==> src/rtl/lsu_dmem_master_if.sv <==
// ---------------------------------------------------------------------------
// lsu_dmem_master_if: core-side request/response and data-memory bus signals
// Revision 1.0
// ---------------------------------------------------------------------------
`default_nettype none

interface lsu_dmem_master_if;
  logic        lsu_req;
  logic        lsu_we;
  logic [2:0]  lsu_funct3;
  logic [31:0] lsu_addr;
  logic [31:0] lsu_wdata;
  logic        lsu_busy;
  logic        lsu_done;
  logic        lsu_err;
  logic [31:0] lsu_rdata;
  logic        data_wren;
  logic [31:0] dmem_addr;
  logic [31:0] dmem_data_in;
  logic [31:0] dmem_data_out;

  modport master (
    input  lsu_req, lsu_we, lsu_funct3, lsu_addr, lsu_wdata, dmem_data_out,
    output lsu_busy, lsu_done, lsu_err, lsu_rdata, data_wren, dmem_addr, dmem_data_in
  );

  modport slave (
    output lsu_req, lsu_we, lsu_funct3, lsu_addr, lsu_wdata, dmem_data_out,
    input  lsu_busy, lsu_done, lsu_err, lsu_rdata, data_wren, dmem_addr, dmem_data_in
  );
endinterface

`default_nettype wire

==> src/rtl/lsu_dmem_master.sv <==
// ---------------------------------------------------------------------------
// lsu_dmem_master: RV32I byte/half/word load-store unit with RMW sub-word stores
// Revision 1.0
// ---------------------------------------------------------------------------
`default_nettype none

module lsu_dmem_master #(
  parameter int DMEM_WORDS  = 1024,
  parameter bit CHECK_RANGE = 1'b1
) (
  input logic               clk,
  input logic               rst,
  lsu_dmem_master_if.master bus
);

  typedef enum logic [2:0] {
    IDLE   = 3'd0,
    LOAD   = 3'd1,
    RMW_RD = 3'd2,
    WRITE  = 3'd3,
    DONE   = 3'd4
  } state_t;

  state_t      state;
  logic [2:0]  funct3_q;
  logic [31:0] addr_q;
  logic [31:0] wdata_q;
  logic [31:0] merge_q;
  logic [31:0] rdata_q;
  logic        busy_q;
  logic        done_q;
  logic        err_q;
  logic        wren_q;

  logic        req_illegal;
  logic        req_misaligned;
  logic        req_out_of_range;
  logic        req_error;
  logic [7:0]  ld_byte;
  logic [15:0] ld_half;
  logic [31:0] load_val;
  logic [31:0] merge_val;

  // Request qualification works on the live inputs so the error path reaches DONE in one cycle.
  always_comb begin
    if (bus.lsu_we) begin
      req_illegal = (bus.lsu_funct3 > 3'd2);
    end else begin
      req_illegal = (bus.lsu_funct3 == 3'd3) || (bus.lsu_funct3[2:1] == 2'b11);
    end
    case (bus.lsu_funct3[1:0])
      2'd1:    req_misaligned = bus.lsu_addr[0];
      2'd2:    req_misaligned = (bus.lsu_addr[1:0] != 2'b00);
      default: req_misaligned = 1'b0;
    endcase
    req_out_of_range = CHECK_RANGE &&
                       ({2'b00, bus.lsu_addr[31:2]} >= $unsigned(DMEM_WORDS));
    req_error = req_illegal || req_misaligned || req_out_of_range;
  end

  always_comb begin
    ld_byte = bus.dmem_data_out[{addr_q[1:0], 3'b000} +: 8];
    ld_half = bus.dmem_data_out[{addr_q[1], 4'b0000} +: 16];
    case (funct3_q)
      3'd0:    load_val = {{24{ld_byte[7]}}, ld_byte};
      3'd1:    load_val = {{16{ld_half[15]}}, ld_half};
      3'd4:    load_val = {24'd0, ld_byte};
      3'd5:    load_val = {16'd0, ld_half};
      default: load_val = bus.dmem_data_out;
    endcase
  end

  always_comb begin
    merge_val = bus.dmem_data_out;
    if (funct3_q[0]) begin
      merge_val[{addr_q[1], 4'b0000} +: 16] = wdata_q[15:0];
    end else begin
      merge_val[{addr_q[1:0], 3'b000} +: 8] = wdata_q[7:0];
    end
  end

  always_ff @(posedge clk) begin
    if (rst) begin
      state    <= IDLE;
      funct3_q <= 3'd0;
      addr_q   <= 32'd0;
      wdata_q  <= 32'd0;
      merge_q  <= 32'd0;
      rdata_q  <= 32'd0;
      busy_q   <= 1'b0;
      done_q   <= 1'b0;
      err_q    <= 1'b0;
      wren_q   <= 1'b0;
    end else begin
      case (state)
        IDLE: begin
          if (bus.lsu_req) begin
            funct3_q <= bus.lsu_funct3;
            addr_q   <= bus.lsu_addr;
            wdata_q  <= bus.lsu_wdata;
            busy_q   <= 1'b1;
            if (req_error) begin
              state  <= DONE;
              done_q <= 1'b1;
              err_q  <= 1'b1;
            end else if (!bus.lsu_we) begin
              state <= LOAD;
            end else if (bus.lsu_funct3[1:0] == 2'd2) begin
              state  <= WRITE;
              wren_q <= 1'b1;
            end else begin
              state <= RMW_RD;
            end
          end
        end
        LOAD: begin
          rdata_q <= load_val;
          done_q  <= 1'b1;
          state   <= DONE;
        end
        RMW_RD: begin
          merge_q <= merge_val;
          wren_q  <= 1'b1;
          state   <= WRITE;
        end
        WRITE: begin
          wren_q <= 1'b0;
          done_q <= 1'b1;
          state  <= DONE;
        end
        DONE: begin
          done_q <= 1'b0;
          err_q  <= 1'b0;
          busy_q <= 1'b0;
          state  <= IDLE;
        end
        default: begin
          done_q <= 1'b0;
          err_q  <= 1'b0;
          busy_q <= 1'b0;
          wren_q <= 1'b0;
          state  <= IDLE;
        end
      endcase
    end
  end

  assign bus.lsu_busy     = busy_q;
  assign bus.lsu_done     = done_q;
  assign bus.lsu_err      = err_q;
  assign bus.lsu_rdata    = rdata_q;
  // Gating with rst keeps a reset that lands in WRITE from committing the word.
  assign bus.data_wren    = wren_q & ~rst;
  assign bus.dmem_addr    = {addr_q[31:2], 2'b00};
  assign bus.dmem_data_in = (funct3_q[1:0] == 2'd2) ? wdata_q : merge_q;

endmodule

`default_nettype wire

==> src/flat_wrapper.sv <==
// flat-port wrapper written by rule: the top's interface ports become plain ports
module lsu_dmem_master_flat 
#(
  parameter int DMEM_WORDS  = 1024,
  parameter bit CHECK_RANGE = 1'b1
)
  (clk, rst, bus_lsu_req, bus_lsu_we, bus_lsu_funct3, bus_lsu_addr, bus_lsu_wdata, bus_dmem_data_out, bus_lsu_busy, bus_lsu_done, bus_lsu_err, bus_lsu_rdata, bus_data_wren, bus_dmem_addr, bus_dmem_data_in);
  lsu_dmem_master_if bus_i ();
  input logic clk;
  input logic rst;
  input wire logic [$bits(bus_i.lsu_req)-1:0] bus_lsu_req;
  input wire logic [$bits(bus_i.lsu_we)-1:0] bus_lsu_we;
  input wire logic [$bits(bus_i.lsu_funct3)-1:0] bus_lsu_funct3;
  input wire logic [$bits(bus_i.lsu_addr)-1:0] bus_lsu_addr;
  input wire logic [$bits(bus_i.lsu_wdata)-1:0] bus_lsu_wdata;
  input wire logic [$bits(bus_i.dmem_data_out)-1:0] bus_dmem_data_out;
  output wire logic [$bits(bus_i.lsu_busy)-1:0] bus_lsu_busy;
  output wire logic [$bits(bus_i.lsu_done)-1:0] bus_lsu_done;
  output wire logic [$bits(bus_i.lsu_err)-1:0] bus_lsu_err;
  output wire logic [$bits(bus_i.lsu_rdata)-1:0] bus_lsu_rdata;
  output wire logic [$bits(bus_i.data_wren)-1:0] bus_data_wren;
  output wire logic [$bits(bus_i.dmem_addr)-1:0] bus_dmem_addr;
  output wire logic [$bits(bus_i.dmem_data_in)-1:0] bus_dmem_data_in;
  assign bus_i.lsu_req = bus_lsu_req;
  assign bus_i.lsu_we = bus_lsu_we;
  assign bus_i.lsu_funct3 = bus_lsu_funct3;
  assign bus_i.lsu_addr = bus_lsu_addr;
  assign bus_i.lsu_wdata = bus_lsu_wdata;
  assign bus_i.dmem_data_out = bus_dmem_data_out;
  assign bus_lsu_busy = bus_i.lsu_busy;
  assign bus_lsu_done = bus_i.lsu_done;
  assign bus_lsu_err = bus_i.lsu_err;
  assign bus_lsu_rdata = bus_i.lsu_rdata;
  assign bus_data_wren = bus_i.data_wren;
  assign bus_dmem_addr = bus_i.dmem_addr;
  assign bus_dmem_data_in = bus_i.dmem_data_in;
  lsu_dmem_master #(.DMEM_WORDS(DMEM_WORDS), .CHECK_RANGE(CHECK_RANGE)) u_core (.clk(clk), .rst(rst), .bus(bus_i));
endmodule
==> config.mk <==
export PLATFORM = sky130hd
export DESIGN_NAME = lsu_dmem_master_flat
export DESIGN_NICKNAME = d
export VERILOG_FILES = /design/src/rtl/lsu_dmem_master_if.sv /design/src/rtl/lsu_dmem_master.sv /design/src/flat_wrapper.sv
export SDC_FILE = /design/constraint.sdc
export NUM_CORES = 1
export LEC_CHECK = 0
export BUFFER_PORTS_ARGS = -buffer_cell sky130_fd_sc_hd__buf_4
export CORE_ASPECT_RATIO = 0.6
export CORE_MARGIN = 2
export CORE_UTILIZATION = 30
export CTS_CLUSTER_DIAMETER = 150
export DETAILED_ROUTE_END_ITERATION = 8
export PLACE_DENSITY = 0.54
export SLEW_MARGIN = 20
export SYNTH_ARGS = -nofsm -noshare
export SYNTH_HDL_FRONTEND = slang
export SYNTH_SLANG_ARGS = --single-unit
==> constraint.sdc <==
create_clock -name clk -period 3.8 [get_ports clk]
set_input_delay 0.76 -clock clk [delete_from_list [all_inputs] [get_ports clk]]
set_output_delay 0.76 -clock clk [all_outputs]
set_load 0.005 [all_outputs]
# ---- After elaboration in Yosys (flattened, before gate mapping)
# Index checks and enable logic that the tools add are counted.
dict set report word_totals {
  out_inout_bits 100
  word_cells 79
  inputBits 103
  regBits 138
}
dict set report op_classes {
  n_lt_le_gt_ge 2
  muxes 23
  bitwise_logic 5
  eq_ne 17
  n_addsub 2
  shift 6
  n_reduce_logical 14
}
# cell count
set op_table {}
lappend op_table {{32-bit one-hot mux with 4 select lines} 1}
lappend op_table {{32-bit bitwise mux} 2}
lappend op_table {{32-bit 2-to-1 mux} 2}
lappend op_table {{16-bit by 7-bit variable shift with 32-bit output, first input constant} 1}
lappend op_table {{8-bit by 7-bit variable shift with 32-bit output, first input constant} 1}
lappend op_table {{16-bit by 7-bit variable part select with 32-bit output} 1}
lappend op_table {{32-bit by 6-bit variable part select with 16-bit output} 1}
lappend op_table {{32-bit by 6-bit variable part select with 8-bit output} 1}
lappend op_table {{8-bit by 7-bit variable part select with 32-bit output} 1}
lappend op_table {{30-bit by 11-bit greater-or-equal comparator with 1-bit output, second input constant} 1}
lappend op_table {{5-bit negation with 7-bit output} 2}
lappend op_table {{3-bit by 2-bit == test with 1-bit output, second input constant} 3}
lappend op_table {{3-bit == test, second input constant} 3}
lappend op_table {{1-bit 2-to-1 mux} 9}
lappend op_table {{3-bit 2-to-1 mux} 3}
lappend op_table {{3-bit one-hot mux with 3 select lines} 1}
lappend op_table {{2-bit == test, second input constant} 3}
lappend op_table {{3-bit by 1-bit == test with 1-bit output, second input constant} 2}
lappend op_table {{3-bit zero test} 2}
lappend op_table {{2-bit != test, second input constant} 3}
lappend op_table {{1-bit one-hot mux with 2 select lines} 3}
lappend op_table {{1-bit one-hot mux with 3 select lines} 2}
lappend op_table {{3-bit AND reduction} 2}
lappend op_table {{5-bit AND reduction} 1}
lappend op_table {{10 further kinds} 18}

# ---- Longest topological paths before layout
dict set report depth {
  depth_word 8
  ltp_mapped 9
  ltp_nobuf 7
}

# ---- Worst setup path before layout
# OpenSTA, ideal clock, no wires.
dict set report synth_timing {
  kind {in2out}
  startpoint {input rst}
  endpoint {output bus_data_wren}
  stages 3
  t_arrival_ps 1320
  setup_slack_ps 1720
  cell_sequence {clkbuf_1 > clkbuf_1 > nor2b_1}
}
dict set report synth_via {
  elab_chain_len 2
}
# item line
set synth_lines {}
lappend synth_lines {{from (decl)} flat_wrapper.sv:10} ;# input logic rst;
lappend synth_lines {{1-bit inverter} lsu_dmem_master.sv:153} ;# assign bus.data_wren = wren_q & ~rst;
lappend synth_lines {{1-bit bitwise AND} lsu_dmem_master.sv:153}
lappend synth_lines {{to (decl)} flat_wrapper.sv:21} ;# output wire logic [$bits(bus_i.data_wren)-1:0] bus_data_wren;
# No other way between the ends.

# ---- Worst setup path after layout
dict set report layout_timing {
  startpoint {register u_core.funct3_q[0]}
  endpoint {output bus_dmem_data_in[5]}
}
dict set report layout_via {
  elab_chain_len 2
}
# item line
set layout_lines {}
lappend layout_lines {{from (decl)} lsu_dmem_master.sv:25} ;# logic [2:0] funct3_q;
lappend layout_lines {{from (signal assigned)} lsu_dmem_master.sv:98} ;# funct3_q <= bus.lsu_funct3;
lappend layout_lines {{2-bit == test} lsu_dmem_master.sv:155} ;# assign bus.dmem_data_in = (funct3_q[1:0] == 2'd2) ? wdata_q : merge_q;
lappend layout_lines {{32-bit 2-to-1 mux} lsu_dmem_master.sv:155}
lappend layout_lines {{to (decl)} flat_wrapper.sv:23} ;# output wire logic [$bits(bus_i.dmem_data_in)-1:0] bus_dmem_data_in;
# No other way between the ends.

==> flow_summary_export.csv <==
group,metric,value,unit
synthesis,yosysWarningCount,0,
die,fp-row-count,43,
clock_tree,cts_resized,0,
critical_path,r2r-start,"u_core.addr_q[0]$_SDFFE_PP0P_",
clock_tree,clkSlewWorstSetupHoldPaths,0.06,ns
sta,post-route-period-util,68.6,%
synthesis,syn_inst,863,
sta,hold_viol,0,
clock_tree,h-tree-depth,4,
critical_path,path_delay_family,"buffers and inverters",
sta,worstMarginPinSlew,0.864,ns
placed_design,pre_cts_ws,1.37,ns
sta,setup_slack,1.19,ns
synthesis,yosys.area.top_type_share,39.0,%
min_path,worstHoldPathCells,2,
critical_path,cpPeakStageDelay,0.40,ns
route,ant_nets,0,
synthesis,synth_area_leaders,"dfxtp_1, nand2_1, a21oi_1, mux2_2, a221oi_1",
critical_path,cp.arrival,1.85,ns
sta,fmax,384,MHz
clock_tree,cts.sinks,138,
clock_tree,ctsLongestPathBuffers,2,
global_routing,overflow,0,
critical_path,cp_max_fo,28,
critical_path,crit_type,"reg -> out",
finish,synthToLayoutAreaGrowth,30.0,%
global_routing,grt_max_degree,66,
clock_tree,post_cts_buffers,0,
route,drt_iter0_markers,571,
finish,fin_nets,1107,
min_path,hp-start,"u_core.wdata_q[21]$_SDFFE_PP0P_",
route,vias,6691,
global_routing,grt.total_usage,19.8,%
sta,fin_tns_setup,0,ns
critical_path,worstPathRequired,3.04,ns
placed_design,io_buffers,200,
die,ios,203,
finish,drive_above_1_share,30.5,%
sta,setup_viol,0,
power,ir_drop,0.297,mV
sta,relSlewSlack,42.4,%
synthesis,synth-seq-cells,138,
placed_design,hpwl,17800,µm
critical_path,crit_chain,"inv_1 > nand2_1 > buf_12 > mux2_2 > buf_4",
power,p_leak,3.71,nW
global_routing,grt_pass1_wl,37100,µm
min_path,hold_end,"u_core.wdata_q[21]$_SDFFE_PP0P_",
sta,maxSlewViolCount,0,
power,powerDensity,418,nW/µm²
synthesis,synth-edff-count,0,
synthesis,avgSynthCellArea,8.20,µm²
route,drt_wl_total,24400,µm
min_path,hold_path.class,"reg -> reg",
critical_path,crit_path_end_kind,"output pin",
global_routing,grt_pass1_vias,6140,
synthesis,synthDistinctLibCells,53,
sta,whs,0.450,ns
placed_design,place_congestion,0.821,
run_status,outcome,"finished clean",
clock_tree,cts_root_buffer,"clkbuf_16",
synthesis,yosys_most_used_dff,"dfxtp_1",
critical_path,start_kind,"flop",
die,core_area,23100,µm²
finish,antenna_cells,0,
die,initial_utilization,30.6,%
route,viasPerCell,5.06,
sta,min_period,2.61,ns
die,die_height,123,µm
critical_path,slowest_stage,"mux2_2",
job,maxCapViolCount,0,
synthesis,async_reset_ff_share,0,%
critical_path,ff2ff_path_depth,8,
critical_path,cp_num_buf_inv,3,
route,wl_per_cell,18.5,µm
clock_tree,hold_buffers,0,
sta,grt_setup_unrepaired,"false",
synthesis,synthesis.area,7080,µm²
die,die_area,24900,µm²
route,drt-pass1-iter-count,5,
synthesis,ys_seq_area_share,39.0,%
finish,final_util,39.8,%
die,die_w,202,µm
sta,skew,0.00889,ns
route,drcViolationCount,0,
global_routing,antenna_found_initial,0,
clock_tree,insertion_delay,0.44,ns
clock_tree,cts_tree,"built",
clock_tree,cts_buffers,17,
synthesis,yosys.area.top_type,"dfxtp_1",
critical_path,r2r_end,"u_core.merge_q[23]$_SDFFE_PP0P_",
critical_path,r2r_setup_slack,1.37,ns
worst reg2reg max path: stages, from the launching register on:
cell and delay, ns:
dfxtp_1 0.53, inv_1 0.18, ha_1 0.37, nor4bb_1 0.21, buf_4 0.21, a221oi_1 0.08, a211oi_1 0.60, a21oi_1 0.08
nor2_1 0.10
worst max-delay path by stage:
stage	end	startpoint	depth (start not counted)	slack [ns]
2_1_floorplan	bus_data_wren	rst	3	1.72
3_3_place_gp	u_core.merge_q[23]$_SDFFE_PP0P_	u_core.addr_q[0]$_SDFFE_PP0P_	8	1.39
3_5_place_dp	u_core.merge_q[23]$_SDFFE_PP0P_	u_core.addr_q[0]$_SDFFE_PP0P_	8	1.37
4_1_cts	bus_dmem_data_in[5]	u_core.funct3_q[0]$_SDFFE_PP0P_	5	1.17
5_1_grt	bus_dmem_data_in[8]	u_core.funct3_q[0]$_SDFFE_PP0P_	5	1.12
6_report	bus_dmem_data_in[5]	u_core.funct3_q[0]$_SDFFE_PP0P_	5	1.19
flip-flops by register name, indices dropped and copies added, names as in the netlist:
signal                cells
u_core.funct3_q           3
u_core.merge_q           32
u_core.bus.lsu_rdata     32
u_core.addr_q            32
u_core.bus.lsu_err        1
u_core.bus.lsu_done       1
u_core.wren_q             1
u_core.bus.lsu_busy       1
u_core.state              3
u_core.wdata_q           32
cell families after synthesis:
group | count (synthesis) | synth area share [%]
buffers and inverters | 119 | 8.82
multiplexers | 62 | 9.50
AO/OA/AOI/OAI | 238 | 23.2
flip-flops | 138 | 39.0
adder cells (fa/ha/maj) | 8 | 1.41
other | 1 | 0.0530
AND/OR/NAND/NOR | 297 | 17.9
placed cells by master, fill, tap and decap left out, drive strengths merged, types with 2 or more instances in the layout:
master,netlist,routed
a221oi,33,33
a211oi,49,49
mux2i,27,27
nand2b,10,10
a21oi,99,99
a22oi,7,7
nor2,73,73
dfxtp,138,138
nor2b,4,4
clkbuf,37,19
nand3,3,3
o21ai,12,12
o211ai,9,9
nand4,2,2
nor3b,2,2
nand2,174,174
and4b,2,2
ha,8,8
o22ai,15,15
bufinv,0,4
conb,1,2
o31a,8,8
mux2,35,35
nor4bb,2,2
clkinv,0,2
buf,65,215
inv,17,22
nor4,6,6
nor3,10,10
final cells by class:
| cell class | count | area, µm² |
|---|---|---|
| Timing Repair Buffer | 215 | 1640 |
| Multi-Input combinational cell | 607 | 3700 |
| Clock buffer | 19 | 453 |
| Clock inverter | 12 | 185 |
| Tap cell | 315 | 394 |
| Fill cell | 2416 | 13900 |
| Inverter | 17 | 63.8 |
| Sequential cell | 138 | 2770 |
layer usage:
metal	share of wire, %	routed length (µm)	GRT usage [%]
met1	52	12800	30.9
met2	38	9370	25.9
met3	8.5	2070	5.82
met4	0.72	177	4.47
met5	0	0	0
cells in the mapped netlist (all sizes together), types with 3 or more instances:
library cell  count
dfxtp           138
o211ai            9
nor3             10
nor2b             4
a211oi           49
ha                8
a22oi             7
a21oi            99
mux2i            27
a221oi           33
o31a              8
o22ai            15
nor4              6
nand2b           10
clkbuf           37
inv              17
buf              65
o21ai            12
nor2             73
nand3             3
nand2           174
mux2             35
per-stage QoR:
step                      total power, mW  area [µm²]  instances
after floorplan                      1.84        7080        864
after global placement               2.04        8560       1292
after detailed placement             2.05        8560       1292
after CTS                            3.87        9200       1323
after global routing                 4.00        9200       1323
final                                3.84        9200       1323
report_power, final:
group / internal [mW] / switching (mW)
Sequential: 1.49 / 0.0435
Clock: 1.14 / 0.686
Combinational: 0.213 / 0.267
Note: power is estimated with default switching activity, not from simulation.
